[config.mk]
export PLATFORM = sky130hd
export DESIGN_NAME = riscv_timer_clint_flat
export DESIGN_NICKNAME = d
export VERILOG_FILES = /design/src/rtl/riscv_timer_pkg.sv /design/src/rtl/riscv_timer_clint_if.sv /design/src/rtl/riscv_timer_prescaler.sv /design/src/rtl/riscv_timer_clint.sv /design/src/flat_wrapper.sv
export SDC_FILE = /design/constraint.sdc
export NUM_CORES = 1
export LEC_CHECK = 0
export ABC_AREA = 1
export BUFFER_PORTS_ARGS = -buffer_cell sky130_fd_sc_hd__buf_4
export CELL_PAD_IN_SITES_DETAIL_PLACEMENT = 0
export CELL_PAD_IN_SITES_GLOBAL_PLACEMENT = 2
export CORE_ASPECT_RATIO = 0.5
export CORE_UTILIZATION = 31
export DETAILED_ROUTE_END_ITERATION = 6
export GPL_ROUTABILITY_DRIVEN = 0
export PLACE_DENSITY = 0.81
export SLEW_MARGIN = 0
export SYNTH_ARGS = -nofsm -noshare
export SYNTH_HDL_FRONTEND = slang
export SYNTH_HIERARCHICAL = 1
export SYNTH_SLANG_ARGS = --single-unit
[constraint.sdc]
create_clock -name i_riscv_timer_clk -period 6.12 [get_ports i_riscv_timer_clk]
set_input_delay 0.918 -clock i_riscv_timer_clk [delete_from_list [all_inputs] [get_ports i_riscv_timer_clk]]
set_output_delay 0.918 -clock i_riscv_timer_clk [all_outputs]
set_load 0.01 [all_outputs]
[src/rtl/riscv_timer_pkg.sv]
// Purpose: shared constants for the memory-mapped machine timer (register
//          select encodings, widths and register reset values).
package riscv_timer_pkg;

   localparam int unsigned TIMER_DW = 64;
   localparam int unsigned TIMER_SW = TIMER_DW / 8;

   localparam logic [1:0] TIMER_SEL_MTIME    = 2'b00;
   localparam logic [1:0] TIMER_SEL_MTIMECMP = 2'b01;
   localparam logic [1:0] TIMER_SEL_CTRL     = 2'b10;

   localparam logic [TIMER_DW-1:0] MTIMECMP_RST = 64'hFFFF_FFFF_FFFF_FFFF;
   // enable=1, divisor=0
   localparam logic [TIMER_DW-1:0] CTRL_RST     = 64'h0000_0000_0000_0001;

endpackage

[src/rtl/riscv_timer_clint_if.sv]
// Purpose: timer access bus between the memory stage and the timer.
// Signals: wren/rden/regsel/wdata/wstrb (request, from master),
//          rdata/rvalid (registered read response), mtip (interrupt),
//          tick (mtime increment pulse).
interface riscv_timer_clint_if;
   import riscv_timer_pkg::*;

   logic                i_riscv_timer_wren;
   logic                i_riscv_timer_rden;
   logic [1:0]          i_riscv_timer_regsel;
   logic [TIMER_DW-1:0] i_riscv_timer_wdata;
   logic [TIMER_SW-1:0] i_riscv_timer_wstrb;
   logic [TIMER_DW-1:0] o_riscv_timer_rdata;
   logic                o_riscv_timer_rvalid;
   logic                o_riscv_timer_mtip;
   logic                o_riscv_timer_tick;

   modport master (
      output i_riscv_timer_wren, i_riscv_timer_rden, i_riscv_timer_regsel,
             i_riscv_timer_wdata, i_riscv_timer_wstrb,
      input  o_riscv_timer_rdata, o_riscv_timer_rvalid, o_riscv_timer_mtip,
             o_riscv_timer_tick
   );

   modport slave (
      input  i_riscv_timer_wren, i_riscv_timer_rden, i_riscv_timer_regsel,
             i_riscv_timer_wdata, i_riscv_timer_wstrb,
      output o_riscv_timer_rdata, o_riscv_timer_rvalid, o_riscv_timer_mtip,
             o_riscv_timer_tick
   );

endinterface

[src/rtl/riscv_timer_prescaler.sv]
// Purpose: divides the clock into mtime increment ticks.
// Ports: i_clk/i_rst clock and async active-high reset; i_en enable;
//        i_div divisor (tick every i_div+1 cycles); i_clr restarts the count;
//        o_tick combinational tick for the current cycle.
module riscv_timer_prescaler #(
   parameter int unsigned PRESC_W = 16
) (
   input  logic               i_clk,
   input  logic               i_rst,
   input  logic               i_en,
   input  logic [PRESC_W-1:0] i_div,
   input  logic               i_clr,
   output logic               o_tick
);

   logic [PRESC_W-1:0] r_presc_cnt;
   logic               w_tick;

   // Gated by reset so no tick is seen while the block is held in reset.
   assign w_tick = i_en & (r_presc_cnt == i_div) & ~i_rst;
   assign o_tick = w_tick;

   always_ff @(posedge i_clk or posedge i_rst) begin
      if (i_rst) begin
         r_presc_cnt <= '0;
      end else if (i_clr || w_tick) begin
         r_presc_cnt <= '0;
      end else if (i_en) begin
         r_presc_cnt <= r_presc_cnt + PRESC_W'(1);
      end
   end

endmodule

[src/rtl/riscv_timer_clint.sv]
// Purpose: machine timer with mtime, mtimecmp and prescaler ctrl registers,
//          byte-strobed writes, 1-cycle registered reads and MTIP generation.
// Ports: i_riscv_timer_clk clock; i_riscv_timer_rst async active-high reset;
//        io_riscv_timer_bus timer access bus (slave side).
module riscv_timer_clint
   import riscv_timer_pkg::*;
#(
   parameter int unsigned PRESC_W = 16
) (
   input  logic                     i_riscv_timer_clk,
   input  logic                     i_riscv_timer_rst,
   riscv_timer_clint_if.slave       io_riscv_timer_bus
);

   localparam int unsigned CTRL_W = PRESC_W + 1;

   logic [TIMER_DW-1:0] r_mtime;
   logic [TIMER_DW-1:0] r_mtimecmp;
   logic [CTRL_W-1:0]   r_ctrl;
   logic [TIMER_DW-1:0] r_rdata;
   logic                r_rvalid;
   logic                r_mtip;

   logic                w_tick;
   logic                w_wr_mtime;
   logic                w_wr_cmp;
   logic                w_wr_ctrl;
   logic                w_ctrl_clr;
   logic [TIMER_DW-1:0] w_ctrl_view;
   logic [TIMER_DW-1:0] w_mtime_nxt;
   logic [TIMER_DW-1:0] w_cmp_nxt;
   logic [CTRL_W-1:0]   w_ctrl_nxt;
   logic [TIMER_DW-1:0] w_rd_mux;

   // Replace only the strobed byte lanes of the old value.
   function automatic logic [TIMER_DW-1:0] f_byte_merge(
      input logic [TIMER_DW-1:0] old_val,
      input logic [TIMER_DW-1:0] wr_val,
      input logic [TIMER_SW-1:0] strb
   );
      logic [TIMER_DW-1:0] res;
      res = old_val;
      for (int k = 0; k < int'(TIMER_SW); k++) begin
         if (strb[k]) res[8*k +: 8] = wr_val[8*k +: 8];
      end
      return res;
   endfunction

   assign w_wr_mtime  = io_riscv_timer_bus.i_riscv_timer_wren &
                        (io_riscv_timer_bus.i_riscv_timer_regsel == TIMER_SEL_MTIME);
   assign w_wr_cmp    = io_riscv_timer_bus.i_riscv_timer_wren &
                        (io_riscv_timer_bus.i_riscv_timer_regsel == TIMER_SEL_MTIMECMP);
   assign w_wr_ctrl   = io_riscv_timer_bus.i_riscv_timer_wren &
                        (io_riscv_timer_bus.i_riscv_timer_regsel == TIMER_SEL_CTRL);
   // An all-zero strobe is a no-op, so it must not restart the prescaler either.
   assign w_ctrl_clr  = w_wr_ctrl & (|io_riscv_timer_bus.i_riscv_timer_wstrb);
   assign w_ctrl_view = TIMER_DW'(r_ctrl);

   riscv_timer_prescaler #(
      .PRESC_W (PRESC_W)
   ) u_prescaler (
      .i_clk  (i_riscv_timer_clk),
      .i_rst  (i_riscv_timer_rst),
      .i_en   (r_ctrl[0]),
      .i_div  (r_ctrl[CTRL_W-1:1]),
      .i_clr  (w_ctrl_clr),
      .o_tick (w_tick)
   );

   // Next register values; a write to mtime overrides a same-cycle tick.
   always_comb begin
      w_mtime_nxt = r_mtime;
      w_cmp_nxt   = r_mtimecmp;
      w_ctrl_nxt  = r_ctrl;
      if (w_wr_mtime) begin
         w_mtime_nxt = f_byte_merge(r_mtime, io_riscv_timer_bus.i_riscv_timer_wdata,
                                    io_riscv_timer_bus.i_riscv_timer_wstrb);
      end else if (w_tick) begin
         w_mtime_nxt = r_mtime + TIMER_DW'(1);
      end
      if (w_wr_cmp) begin
         w_cmp_nxt = f_byte_merge(r_mtimecmp, io_riscv_timer_bus.i_riscv_timer_wdata,
                                  io_riscv_timer_bus.i_riscv_timer_wstrb);
      end
      if (w_wr_ctrl) begin
         w_ctrl_nxt = CTRL_W'(f_byte_merge(w_ctrl_view, io_riscv_timer_bus.i_riscv_timer_wdata,
                                           io_riscv_timer_bus.i_riscv_timer_wstrb));
      end
   end

   // Read mux over pre-edge register values.
   always_comb begin
      w_rd_mux = '0;
      case (io_riscv_timer_bus.i_riscv_timer_regsel)
         TIMER_SEL_MTIME:    w_rd_mux = r_mtime;
         TIMER_SEL_MTIMECMP: w_rd_mux = r_mtimecmp;
         TIMER_SEL_CTRL:     w_rd_mux = w_ctrl_view;
         default:            w_rd_mux = '0;
      endcase
   end

   always_ff @(posedge i_riscv_timer_clk or posedge i_riscv_timer_rst) begin
      if (i_riscv_timer_rst) begin
         r_mtime    <= '0;
         r_mtimecmp <= MTIMECMP_RST;
         r_ctrl     <= CTRL_W'(CTRL_RST);
         r_rdata    <= '0;
         r_rvalid   <= 1'b0;
         r_mtip     <= 1'b0;
      end else begin
         r_mtime    <= w_mtime_nxt;
         r_mtimecmp <= w_cmp_nxt;
         r_ctrl     <= w_ctrl_nxt;
         r_rvalid   <= io_riscv_timer_bus.i_riscv_timer_rden;
         if (io_riscv_timer_bus.i_riscv_timer_rden) r_rdata <= w_rd_mux;
         r_mtip     <= (w_mtime_nxt >= w_cmp_nxt);
      end
   end

   assign io_riscv_timer_bus.o_riscv_timer_rdata  = r_rdata;
   assign io_riscv_timer_bus.o_riscv_timer_rvalid = r_rvalid;
   assign io_riscv_timer_bus.o_riscv_timer_mtip   = r_mtip;
   assign io_riscv_timer_bus.o_riscv_timer_tick   = w_tick;

endmodule

[src/flat_wrapper.sv]
// flat-port wrapper written by rule: the top's interface ports become plain ports
module riscv_timer_clint_flat import riscv_timer_pkg::*;
#(
   parameter int unsigned PRESC_W = 16
)
  (i_riscv_timer_clk, i_riscv_timer_rst, io_riscv_timer_bus_i_riscv_timer_wren, io_riscv_timer_bus_i_riscv_timer_rden, io_riscv_timer_bus_i_riscv_timer_regsel, io_riscv_timer_bus_i_riscv_timer_wdata, io_riscv_timer_bus_i_riscv_timer_wstrb, io_riscv_timer_bus_o_riscv_timer_rdata, io_riscv_timer_bus_o_riscv_timer_rvalid, io_riscv_timer_bus_o_riscv_timer_mtip, io_riscv_timer_bus_o_riscv_timer_tick);
  riscv_timer_clint_if io_riscv_timer_bus_i ();
  input  logic i_riscv_timer_clk;
  input  logic i_riscv_timer_rst;
  input wire logic [$bits(io_riscv_timer_bus_i.i_riscv_timer_wren)-1:0] io_riscv_timer_bus_i_riscv_timer_wren;
  input wire logic [$bits(io_riscv_timer_bus_i.i_riscv_timer_rden)-1:0] io_riscv_timer_bus_i_riscv_timer_rden;
  input wire logic [$bits(io_riscv_timer_bus_i.i_riscv_timer_regsel)-1:0] io_riscv_timer_bus_i_riscv_timer_regsel;
  input wire logic [$bits(io_riscv_timer_bus_i.i_riscv_timer_wdata)-1:0] io_riscv_timer_bus_i_riscv_timer_wdata;
  input wire logic [$bits(io_riscv_timer_bus_i.i_riscv_timer_wstrb)-1:0] io_riscv_timer_bus_i_riscv_timer_wstrb;
  output wire logic [$bits(io_riscv_timer_bus_i.o_riscv_timer_rdata)-1:0] io_riscv_timer_bus_o_riscv_timer_rdata;
  output wire logic [$bits(io_riscv_timer_bus_i.o_riscv_timer_rvalid)-1:0] io_riscv_timer_bus_o_riscv_timer_rvalid;
  output wire logic [$bits(io_riscv_timer_bus_i.o_riscv_timer_mtip)-1:0] io_riscv_timer_bus_o_riscv_timer_mtip;
  output wire logic [$bits(io_riscv_timer_bus_i.o_riscv_timer_tick)-1:0] io_riscv_timer_bus_o_riscv_timer_tick;
  assign io_riscv_timer_bus_i.i_riscv_timer_wren = io_riscv_timer_bus_i_riscv_timer_wren;
  assign io_riscv_timer_bus_i.i_riscv_timer_rden = io_riscv_timer_bus_i_riscv_timer_rden;
  assign io_riscv_timer_bus_i.i_riscv_timer_regsel = io_riscv_timer_bus_i_riscv_timer_regsel;
  assign io_riscv_timer_bus_i.i_riscv_timer_wdata = io_riscv_timer_bus_i_riscv_timer_wdata;
  assign io_riscv_timer_bus_i.i_riscv_timer_wstrb = io_riscv_timer_bus_i_riscv_timer_wstrb;
  assign io_riscv_timer_bus_o_riscv_timer_rdata = io_riscv_timer_bus_i.o_riscv_timer_rdata;
  assign io_riscv_timer_bus_o_riscv_timer_rvalid = io_riscv_timer_bus_i.o_riscv_timer_rvalid;
  assign io_riscv_timer_bus_o_riscv_timer_mtip = io_riscv_timer_bus_i.o_riscv_timer_mtip;
  assign io_riscv_timer_bus_o_riscv_timer_tick = io_riscv_timer_bus_i.o_riscv_timer_tick;
  riscv_timer_clint #(.PRESC_W(PRESC_W)) u_core (.i_riscv_timer_clk(i_riscv_timer_clk), .i_riscv_timer_rst(i_riscv_timer_rst), .io_riscv_timer_bus(io_riscv_timer_bus_i));
endmodule
==> impl_results.md, run 1 <==
- Slew Limit Fails: 0
- Ant. Diodes: 0
- # IOs: 145
- Clk slew on worst S/H paths: 0.07 ns
- Slew margin rel.: 43.7%
- Worst Path Arrival: 4.84 ns
- Synth async-reset ratio: 100%
- Fin Setup TNS: 0 ns
- Simple-gate area share of the yosys netlist: 27.3%
- EDFF count, synth: 0
- CTS tree: built
- Static leakage power: 0.00772 µW
- PortBufs: 144
- RSZ-0062 raised after global routing: no
- Slew @ Worst Pin: 0.844 ns
- Routed wl met3: 2.34 mm
- DR vias: 13000
- Die H: 153 µm
- Fin. Hold Viols: 0
- Cell area after layout: 16700 µm²
- Net Count, Synth: 2057
- Setup CP Type: flip-flop to flip-flop
- Hold Crit Class: primary input to asynchronous set/reset pin
- Syn_area_per_cell: 7.42 µm²
- Pre-CTS WS: 1.62 ns
- Crit path capture type: flip-flop
- Total track usage: 20.3%
- Mux cell area share after synthesis: 2.49%
- Main combinational cell family by area after synthesis: simple AND/OR/NAND/NOR gates
- Row count: 55
- Final cycle utilization of the critical path: 71.1%
- Synth Area in XOR/XNOR: 1.91%
- Number of global-route vias before repair: 12800
- Max H-tree Level: 1
- Synth Flop Type: dfrtp_1
- Sequential-to-total area share from yosys stat: 40.6%
- Worst VDD drop: 0.000175 V
- Adder-Cell Fraction of Synth Area: 5.82%
- Resized cells post-CTS: 0
- Initial Util: 31.4%
- Yosys warning count: 6
- Top Layer Used: met4
- Minimum clock period after layout: 4.35 ns
- DIE WIDTH: 305 µm
- WL final: 47.5 mm
- Metal-1 WL: 23.6 mm
- Max Root-Sink Buffers: 3
- Hold-fix buffers, CTS: 0
- Synthesized instance count: 1913
- Final worst slack: 1.77 ns
- Initial DRC Count: 996
- Critical Path RT: 6.61 ns
- DPL Wire Length: 36.1 mm
- FMAX: 0.230 GHz
- Setup-failing EPs final: 0
- Ratio of cells with drive above 1 in the final layout: 18.0%
- Met2 Wirelength: 20.9 mm
- Clock buffer count from CTS: 24
- Power per Cell Area: 301 nW/µm²
- Max-Cap Viols: 0
- Compound-cell area share of the yosys netlist: 13.4%
- Final #Nets: 2181
- P&R area growth vs syn: 17.6%
- Total global routing overflow: 0
- Via/cell ratio: 4.91
- Initial antenna violation count: 0
- Drt pass-1 iters: 6
- Skew-Pair Late Insertion Delay: 0.54 ns
- Synth cell types: 49
- Crit start category: flip-flop
- Largest net degree at the start of global routing: 97
- Die area: 46700 µm²
- Setup Skew: 0.0174 ns
- Max FO, Critical Path: 13
- Placed Area: 15900 µm²
- Routed len/inst: 17.9 µm
- DRC errors left: 0
- CTS sink count: 227
- Core area: 45200 µm²
- Post-CTS Repair Setup Buffers: 0
- Yosys reg bits: 227
- Clock Tree Root: clkbuf_16
- Routed Antenna Nets: 0
- First-pass GRT wire length: 74.4 mm
- Post-Syn Area: 14200 µm²
- Status: finished, final reports clean
[area by class of cell]
cell class / instances / area [µm²]
clock buffers: 36 / 737
clock inverters: 8 / 45.0
fillers: 4819 / 28500
inverters: 254 / 957
multi-input cells: 1374 / 7230
flip-flops and latches: 227 / 5760
well taps: 598 / 748
repair buffers: 156 / 1210
[cell usage after synthesis, types with 7 or more instances]
master,n,area share (%)
o211ai_1,18,0.95
nand2_2,7,0.31
a21oi_1,93,3.3
clkbuf_1,34,0.90
nor3_1,16,0.56
nand2_1,469,12
inv_1,246,6.5
mux2_2,26,2.1
dfrtp_1,162,29
ha_1,66,5.8
buf_2,18,0.63
nand3_1,68,2.4
nand4_1,25,1.1
dfstp_2,65,12
nor2_1,247,6.5
o21ai_0,85,3.0
o22ai_1,65,2.9
xnor2_1,9,0.56
or2_2,19,0.84
nor2_2,35,1.5
xor2_1,22,1.4
a31oi_1,49,2.2
[report_power, final]
| group | switching (µW) | total, µW | internal (µW) |
|---|---|---|---|
| clock | 641 | 1470 | 832 |
| combinational | 862 | 1430 | 565 |
| sequential | 287 | 2120 | 1840 |
| total | 1790 | 5020 | 3230 |
[path summary, 6_finish.rpt]
kind / from / endpoint / slack (ns) / cells past startpoint
min reg2reg: u_core/r_mtimecmp[49] / u_core/r_mtimecmp[49] / 0.51 / 2
max reg2reg: u_core/u_prescaler/r_presc_cnt[10] / u_core/io_riscv_timer_bus.o_riscv_timer_mtip / 1.77 / 26
max in group asynchronous: i_riscv_timer_rst / u_core/r_mtimecmp[39] / 4.59 / 3
min in group i_riscv_timer_clk: u_core/r_mtimecmp[49] / u_core/r_mtimecmp[49] / 0.51 / 2
min: i_riscv_timer_rst / u_core/u_prescaler/r_presc_cnt[13] / 0.50 / 2
max: u_core/u_prescaler/r_presc_cnt[10] / u_core/io_riscv_timer_bus.o_riscv_timer_mtip / 1.77 / 26
[worst max-delay path, stage by stage (launching register included)]
cell      delay (ns)
dfrtp_1         0.49
xnor2_1         0.42
nand3_1         0.12
nor3_1          0.22
nand3_1         0.11
nor2_1          0.10
buf_4           0.22
nand2_1         0.13
nor2_4          0.17
nand2_1         0.16
nor2_1          0.28
inv_2           0.10
nor2_1          0.20
nand2_1         0.08
o211ai_1        0.13
o21ai_0         0.18
ha_1            0.33
nand2_1         0.07
inv_1           0.05
nand4_1         0.09
nor2_1          0.15
nand2_1         0.08
nand3_1         0.07
nor2_1          0.04
nand2_1         0.17
nand2_1         0.07
nand2_1         0.06
[layout by cell type, fill, tap and decap left out, types with 4 or more instances in the layout]
cell type and n:
nand3_1 68, o21a_1 5, dfrtp_1 162, nor2_2 33
or2_2 19, clkbuf_16 25, inv_1 245, inv_2 6
ha_1 66, xor2_1 22, clkbuf_1 4, nand3_2 4
o21ai_0 85, buf_4 153, o211ai_1 18, mux2i_1 6
o22ai_1 65, nand2_1 469, clkinv_2 6, nor3_1 16
nor2_1 247, nand2_2 7, nand4_1 25, o21bai_1 4
dfstp_2 65, a31oi_1 49, xnor2_1 9, nor2_4 7
clkbuf_8 7, mux2_2 26, o21ai_1 6, a21oi_1 93
[metrics by stage]
stage	hold WS (ns)	utilization, %	power (µW)	std cells
after floorplan	0.474	-	3010	1913
after global placement	0.495	35.2	3570	2609
after detailed placement	0.492	35.2	3570	2609
after CTS	0.493	36.9	5080	2653
after global routing	0.520	36.9	5380	2653
final	0.501	36.9	5020	2653
[registers in the layout (all words and copies together), names as in the netlist]
register,cells
u_core/io_riscv_timer_bus.o_riscv_timer_rvalid,1
u_core/u_prescaler/r_presc_cnt,16
u_core/r_mtime,64
u_core/io_riscv_timer_bus.o_riscv_timer_rdata,64
u_core/r_mtimecmp,64
u_core/io_riscv_timer_bus.o_riscv_timer_mtip,1
u_core/r_ctrl,17
[cell families after synthesis]
kind of cell / count (synthesis)
buffers and inverters: 312
muxes: 32
AOI/OAI and AO/OA: 332
DFF: 227
adders and majority gates: 66
xor gates and xnor gates: 31
and+or+nand+nor: 913
[metal layers]
| layer | track usage (%) | up-vias |
|---|---|---|
| li1 | - | 6504 |
| met1 | 29.9 | 6172 |
| met2 | 31.9 | 284 |
| met3 | 2.72 | 54 |
| met4 | 3.29 | 0 |
| met5 | 0 | - |
Power figures use the tool's default switching activity.
==> run 2: changes to the inputs <==
- ABC_AREA: 1 -> 0
- CORE_UTILIZATION: 31 -> 38
- PLACE_DENSITY: 0.81 -> 0.86
- clock period: 6.12 -> 4.18 ns (I/O delays scaled with it)
==> run 2 against run 1 <==
Routed wire length down 20%; clock-buffer cell count down 3; non-clock buffer count up 75; total power up 52%; first-iteration DRC count down 18%; cell area down 3.3%; critical path depth down 8; largest cell class unchanged; clock skew down 0.0092 ns; flip-flop and latch count unchanged.
==> impl_results.md, run 2 <==
- Power per Cell Area: 472 nW/µm²
- Power Total: 7610 µW
- Yosys warning count: 6
- Routed Antenna Nets: 0
- Largest net degree at the start of global routing: 117
- Hold Crit Class: primary input to asynchronous set/reset pin
- Initial antenna violation count: 0
- Setup CP Type: flip-flop to flip-flop
- PortBufs: 144
- Clock Tree Root: clkbuf_16
- Number of cells on the worst reg-to-reg path: 18
- Synth top cells by count: dfrtp_1 (162), nor2_1 (126), inv_1 (123)
- Synth Flop Type: dfrtp_1
- CTS sink count: 227
- RR Startpoint: u_core/u_prescaler/r_presc_cnt[12]
- Static leakage power: 0.00734 µW
- Fin. Hold Viols: 0
- Main combinational cell family by area after synthesis: simple AND/OR/NAND/NOR gates
- FMAX: 0.251 GHz
- Via/cell ratio: 5.45
- Number of global-route vias before repair: 10800
- Setup-failing EPs final: 0
- Worst path depth: 18
- Yosys reg bits: 227
- Cell taking the most area after synthesis: dfrtp_1
- Synth Area in XOR/XNOR: 2.32%
- Worst setup path startpoint: u_core/u_prescaler/r_presc_cnt[12]
- P&R area growth vs syn: 25.5%
- Initial DRC Count: 818
- Synthesized instance count: 1309
- Synth async-reset ratio: 100%
- FF-to-FF setup slack: 0.19 ns
- Capture point of the worst reg-to-reg path: u_core/io_riscv_timer_bus.o_riscv_timer_mtip
- Max stage delay cell, worst path: dfrtp_1
- Setup Skew: 0.00822 ns
- DRC errors left: 0
- Mux cell area share after synthesis: 12.2%
- Crit path largest cell delay: 0.39 ns
- Critical Path RT: 4.59 ns
- Commonest non-fill, non-tap cell in the layout: buf_4
- Die area: 34600 µm²
- Minimum clock period after layout: 3.99 ns
- First-pass GRT wire length: 60.9 mm
- Final cycle utilization of the critical path: 95.4%
- Post-Syn Area: 12900 µm²
- CP bufs+invs: 2
- Initial Util: 38.8%
- Routed len/inst: 19.3 µm
- Hold-fix buffers, CTS: 0
- Row count: 47
- Pre-CTS WS: -0.645 ns
- Total global routing overflow: 0
- Worst Path Arrival: 4.40 ns
- Die H: 132 µm
- Synth cell types: 75
- Syn_area_per_cell: 9.82 µm²
- Crit path capture type: flip-flop
- Max-Cap Viols: 0
- EDFF count, synth: 0
- Simple-gate area share of the yosys netlist: 16.1%
- Total track usage: 22.1%
- Synth top area share: 31.5%
- CTS tree: built
- Slew margin rel.: 23.9%
- Sequential-to-total area share from yosys stat: 44.8%
- Most frequent cells in the layout: buf_4 (224), dfrtp_1 (162), inv_1 (122), nor2_1 (122), a21oi_1 (88)
- Skew-Pair Late Insertion Delay: 0.54 ns
- Count leader, synth: dfrtp_1
- Max H-tree Level: 1
- Final worst slack: 0.193 ns
- WL final: 38.2 mm
- # IOs: 145
- Clk slew on worst S/H paths: 0.07 ns
- Drt pass-1 iters: 5
- Crit path to: u_core/io_riscv_timer_bus.o_riscv_timer_mtip
- Adder-Cell Fraction of Synth Area: 6.42%
- Compound-cell area share of the yosys netlist: 12.9%
- Status: finished, final reports clean
- Max FO, Critical Path: 6
- Worst VDD drop: 0.000343 V
- Final #Nets: 1660
- DR vias: 10800
- Net Count, Synth: 1453
- Max Root-Sink Buffers: 3
- Crit start category: flip-flop
- Ratio of cells with drive above 1 in the final layout: 31.4%
- Ant. Diodes: 0
- DIE WIDTH: 262 µm
- Clock buffer count from CTS: 24
- DPL Wire Length: 28.0 mm
- Slew Limit Fails: 0
- Core area: 33200 µm²
- Critical Path, Cell by Cell: xor2_1 > nor4_1 > and4_1 > and3_4 > nand2_4 > nor2_2 > buf_6 > nand3_4 > buf_12 > nor3_4 > a31oi_1 > a211oi_1 > ha_1 > a21o_1 > a221oi_1 > o31ai_1 > a21oi_1 > o21ai_1
- Synth top area cells: dfrtp_1 (32%), dfstp_2 (13%), ha_1 (6.4%)
- Slew @ Worst Pin: 1.14 ns
- Crit path max-delay family: simple AND/OR/NAND/NOR gates
==> run 2: cell count changes after synthesis, moves of 28 or more <==
cell	delta
nor2_1	-121
o21ai_0	-62
a31oi_1	-45
inv_1	-123
nor3_1	+28
mux2i_1	+68
nor2_2	-35
mux2_2	+47
nand2_1	-390
==> run 2: worst reg2reg max path, stage by stage, from the launching register on <==
cell and delay, ns:
dfrtp_1 0.39, xor2_1 0.17, nor4_1 0.26, and4_1 0.24, and3_4 0.24, nand2_4 0.08, nor2_2 0.17, buf_6 0.15
nand3_4 0.09, buf_12 0.19, nor3_4 0.30, a31oi_1 0.15, a211oi_1 0.34, ha_1 0.31, a21o_1 0.16, a221oi_1 0.27
o31ai_1 0.13, a21oi_1 0.13, o21ai_1 0.08
==> run 2: repair_timing <==
action,4_1_cts,5_1_grt
setup endpoints to repair,1,1
pin swaps,3,19
endpoints found under the hold margin,0,0
resized for setup,9,47
setup buffers,1,6
==> run 2: how the worst min path moves through the flow <==
stage | from | end | slack (ns) | cells past startpoint
after floorplan | u_core/r_mtime[24] | u_core/r_mtime[24] | 0.49 | 1
after detailed placement | u_core/io_riscv_timer_bus.o_riscv_timer_rdata[6] | u_core/io_riscv_timer_bus.o_riscv_timer_rdata[6] | 0.52 | 2
after global routing | i_riscv_timer_rst | u_core/u_prescaler/r_presc_cnt[10] | 0.18 | 3
after CTS | i_riscv_timer_rst | u_core/u_prescaler/r_presc_cnt[10] | 0.18 | 3
final | i_riscv_timer_rst | u_core/u_prescaler/r_presc_cnt[10] | 0.18 | 3
after global placement | u_core/io_riscv_timer_bus.o_riscv_timer_rdata[6] | u_core/io_riscv_timer_bus.o_riscv_timer_rdata[6] | 0.51 | 2
==> run 2: cell families (layout without fill, tap and decap cells) <==
family	count (synthesis)	in the layout
AND/OR/NAND/NOR	404	404
AO/OA/AOI/OAI	258	258
flip-flops	227	227
buffers and inverters	173	398
multiplexers	147	147
adder cells (fa/ha/maj)	66	66
XOR/XNOR	34	34
==> run 2: layout make-up <==
class                           instances  area (µm²)
Clock buffer                           33         706
Clock inverter                         11         163
Fill cell                            3148       17000
Inverter                              123         465
Multi-Input combinational cell        909        6700
Sequential cell                       227        5760
Tap cell                              441         552
Timing Repair Buffer                  231        1800
==> run 2: through the flow <==
stage	setup TNS [ns]	cells	instance area [µm²]	hold WS (ns)	util (%)
2_1_floorplan	0	1309	12900	0.491	-
3_3_place_gp	-0.732	1925	14900	0.508	45.0
3_5_place_dp	-0.645	1925	14900	0.517	45.0
4_1_cts	0	1970	15900	0.182	47.8
5_1_grt	-0.0470	1975	16100	0.184	48.7
6_report	0	1975	16100	0.181	48.7
==> run 2: per-layer routing <==
metal	routed length, µm	share of wire [%]	global-route usage, %	vias up
met5	0	0	0	-
met4	587	1.5	3.92	0
met3	1320	3.5	2.83	39
met2	18400	48	36.4	191
met1	17800	47	31.4	5382
li1	-	-	-	5146
==> run 2: power by group <==
group | leakage (µW) | internal (µW) | switching (µW)
Combinational | 0.00426 | 1000 | 1150
Sequential | 0.00265 | 2700 | 372
Clock | 0.000432 | 1430 | 954
==> run 3: changes to the inputs <==
- CORE_UTILIZATION: 38 -> 36
- PLACE_DENSITY: 0.86 -> 0.82
==> run 3 against run 2 <==
The run now ends with setup timing left; die area rose by 5.5%; cell count rose by 2.5%; register-to-register slack got worse by 0.26 ns; maximum frequency fell by 6.0%; utilization fell by 2.0 points; cell area rose by 0.76%; total power rose by 1.7%; largest cell class unchanged; critical path type unchanged; sequential share of layout area fell by 0.27 points.
==> impl_results.md, run 3 (same netlist as run 2, synthesis figures left out) <==
- Status: complete, but fails checks
- Failing checks: setup timing
- Pre-CTS WS: -0.810 ns
- Ratio of cells with drive above 1 in the final layout: 31.6%
- Final cycle utilization of the critical path: 102%
- WL final: 39.3 mm
- Number of global-route vias before repair: 11200
- Sw Share: 32.5%
- Worst VDD drop: 0.000285 V
- Row count: 48
- Max FO, Critical Path: 6
- Logic gate share of total power: 28.3%
- Core area: 34800 µm²
- Max H-tree Level: 1
- Switching power: 2510 µW
- CTS tree: built
- Setup Skew: 0.0193 ns
- DPL Wire Length: 29.2 mm
- Crit path capture type: flip-flop
- CP bufs+invs: 5
- Worst setup path startpoint: u_core/u_prescaler/r_presc_cnt[5]
- RR Startpoint: u_core/u_prescaler/r_presc_cnt[5]
- Clock buffer count from CTS: 25
- Final cell count without fillers: 2024
- Pint: 5230 µW
- Critical Path RT: 4.61 ns
- First-pass GRT wire length: 62.8 mm
- Reg power frac: 39.8%
- Slew margin rel.: 26.2%
- Initial DRC Count: 990
- DRC errors left: 0
- Max Root-Sink Buffers: 3
- Most frequent cells in the layout: buf_4 (238), dfrtp_1 (162), nor2_1 (124)
- # IOs: 145
- Total track usage: 21.5%
- CTS sink count: 227
- Crit path max-delay family: compound AO/OA/AOI/OAI gates
- DR vias: 10900
- Slew Limit Fails: 0
- Final #Nets: 1674
- Minimum clock period after layout: 4.24 ns
- Die area: 36500 µm²
- Slew @ Worst Pin: 1.11 ns
- Worst Path Arrival: 4.68 ns
- Max-Cap Viols: 0
- Initial antenna violation count: 0
- Placed Cells: 1969
- Setup-failing EPs final: 1
- PortBufs: 144
- Routed len/inst: 19.4 µm
- Critical Path, Cell by Cell: xor2_1 > nor4_1 > and4_1 > and3_4 > buf_6 > buf_6 > o21bai_4 > a221o_1 > inv_1 > ha_1 > nand2b_4 > a2111oi_4 > buf_4 > nor4_4 > a2111o_1 > a2111oi_4 > buf_4 > o21ai_2
- Commonest non-fill, non-tap cell in the layout: buf_4
- Static leakage power: 0.00739 µW
- Initial Util: 36.9%
- Ant. Diodes: 0
- Power per Cell Area: 476 nW/µm²
- Fin Setup TNS: -0.0635 ns
- Via/cell ratio: 5.37
- Final worst slack: -0.0635 ns
- RSZ-0062 raised after global routing: yes
- Skew-Pair Late Insertion Delay: 0.55 ns
- P&R area growth vs syn: 26.5%
- Hold-fix buffers, CTS: 0
- Max stage delay cell, worst path: a2111oi_4
- Crit start category: flip-flop
- Clk slew on worst S/H paths: 0.07 ns
- Routed Antenna Nets: 0
- Clk network pwr share: 32.0%
- Total global routing overflow: 0
- DIE WIDTH: 269 µm
- Crit path largest cell delay: 0.48 ns
- Drt pass-1 iters: 5
- Die H: 136 µm
- FF-to-FF setup slack: -0.06 ns
- Largest net degree at the start of global routing: 83
- Fin. Hold Viols: 0
- Hold Slack: 0.172 ns
- Clock Tree Root: clkbuf_16
- Setup CP Type: flip-flop to flip-flop
- Hold Crit Class: primary input to asynchronous set/reset pin
- FMAX: 0.236 GHz
[run 3: changes by cell type in the layout (fill, tap and decap cells not counted), moves of 2 or more]
cell      delta
nor3_1       +5
a21boi_0     -2
a21boi_1     +2
clkinv_2     +2
nor2_1       +2
nor3_2       -5
nor4_2       -2
a211oi_2     -3
clkbuf_1     -2
o21ai_1      -2
a211oi_1     +3
buf_4       +14
[run 3: final cells by class]
cell class / instances / area [µm²]
fill: 3328 / 18600
multi-input combinational: 909 / 6640
sequential: 227 / 5760
timing repair buffer: 244 / 1890
clock buffer: 32 / 712
tap: 475 / 594
inverter: 123 / 465
clock inverter: 14 / 201
[run 3: path summary, 6_finish.rpt]
check                                                                        end  cells past startpoint
setup reg to reg                    u_core/io_riscv_timer_bus.o_riscv_timer_mtip                     18
min in group i_riscv_timer_clk                                 u_core/r_ctrl[16]                      2
setup / recovery                    u_core/io_riscv_timer_bus.o_riscv_timer_mtip                     18
max in group asynchronous                                  u_core/r_mtimecmp[33]                      3
hold / removal                                u_core/u_prescaler/r_presc_cnt[10]                      3
hold reg to reg                 u_core/io_riscv_timer_bus.o_riscv_timer_rdata[0]                      2
[run 3: per-stage QoR]
step                      total power, µW  utilization (%)  area (µm²)
final                                7750             46.7       16300
after global routing                 8200             46.7       16300
after CTS                            7760             46.3       16100
after detailed placement             5200             43.2       15100
after global placement               5130             43.2       15100
after floorplan                      4340                -       12900
[run 3: power by group through the flow]
| stage | clock network (µW) | registers, µW | logic (µW) |
|---|---|---|---|
| global placement | 0 | 3090 | 2040 |
| CTS | 2540 | 3070 | 2150 |
| floorplan | 0 | 3040 | 1310 |
| finish | 2480 | 3080 | 2190 |
| global route | 2630 | 3130 | 2430 |
| detailed placement | 0 | 3110 | 2090 |
[run 3: worst reg2reg max path, cell delays in order, from the launching register on]
cell       delay (ns)
dfrtp_1          0.40
xor2_1           0.16
nor4_1           0.26
and4_1           0.25
and3_4           0.24
buf_6            0.11
buf_6            0.12
o21bai_4         0.06
a221o_1          0.34
inv_1            0.06
ha_1             0.22
nand2b_4         0.15
a2111oi_4        0.39
buf_4            0.19
nor4_4           0.03
a2111o_1         0.44
a2111oi_4        0.48
buf_4            0.19
o21ai_2          0.04
[run 3: repair_timing]
action,CTS,global route
setup buffers,5,4
pin swaps,10,20
setup endpoints to repair,1,1
gates resized for setup,22,23
[run 3: metal layers]
layer  up-vias  global-route usage [%]  share of wire, %
met5         -                       0                 0
met4         0                    4.44               1.8
met3        52                    2.89               3.7
met2       230                    36.6                48
met1      5423                    29.4                46
li1       5160                       -                 -
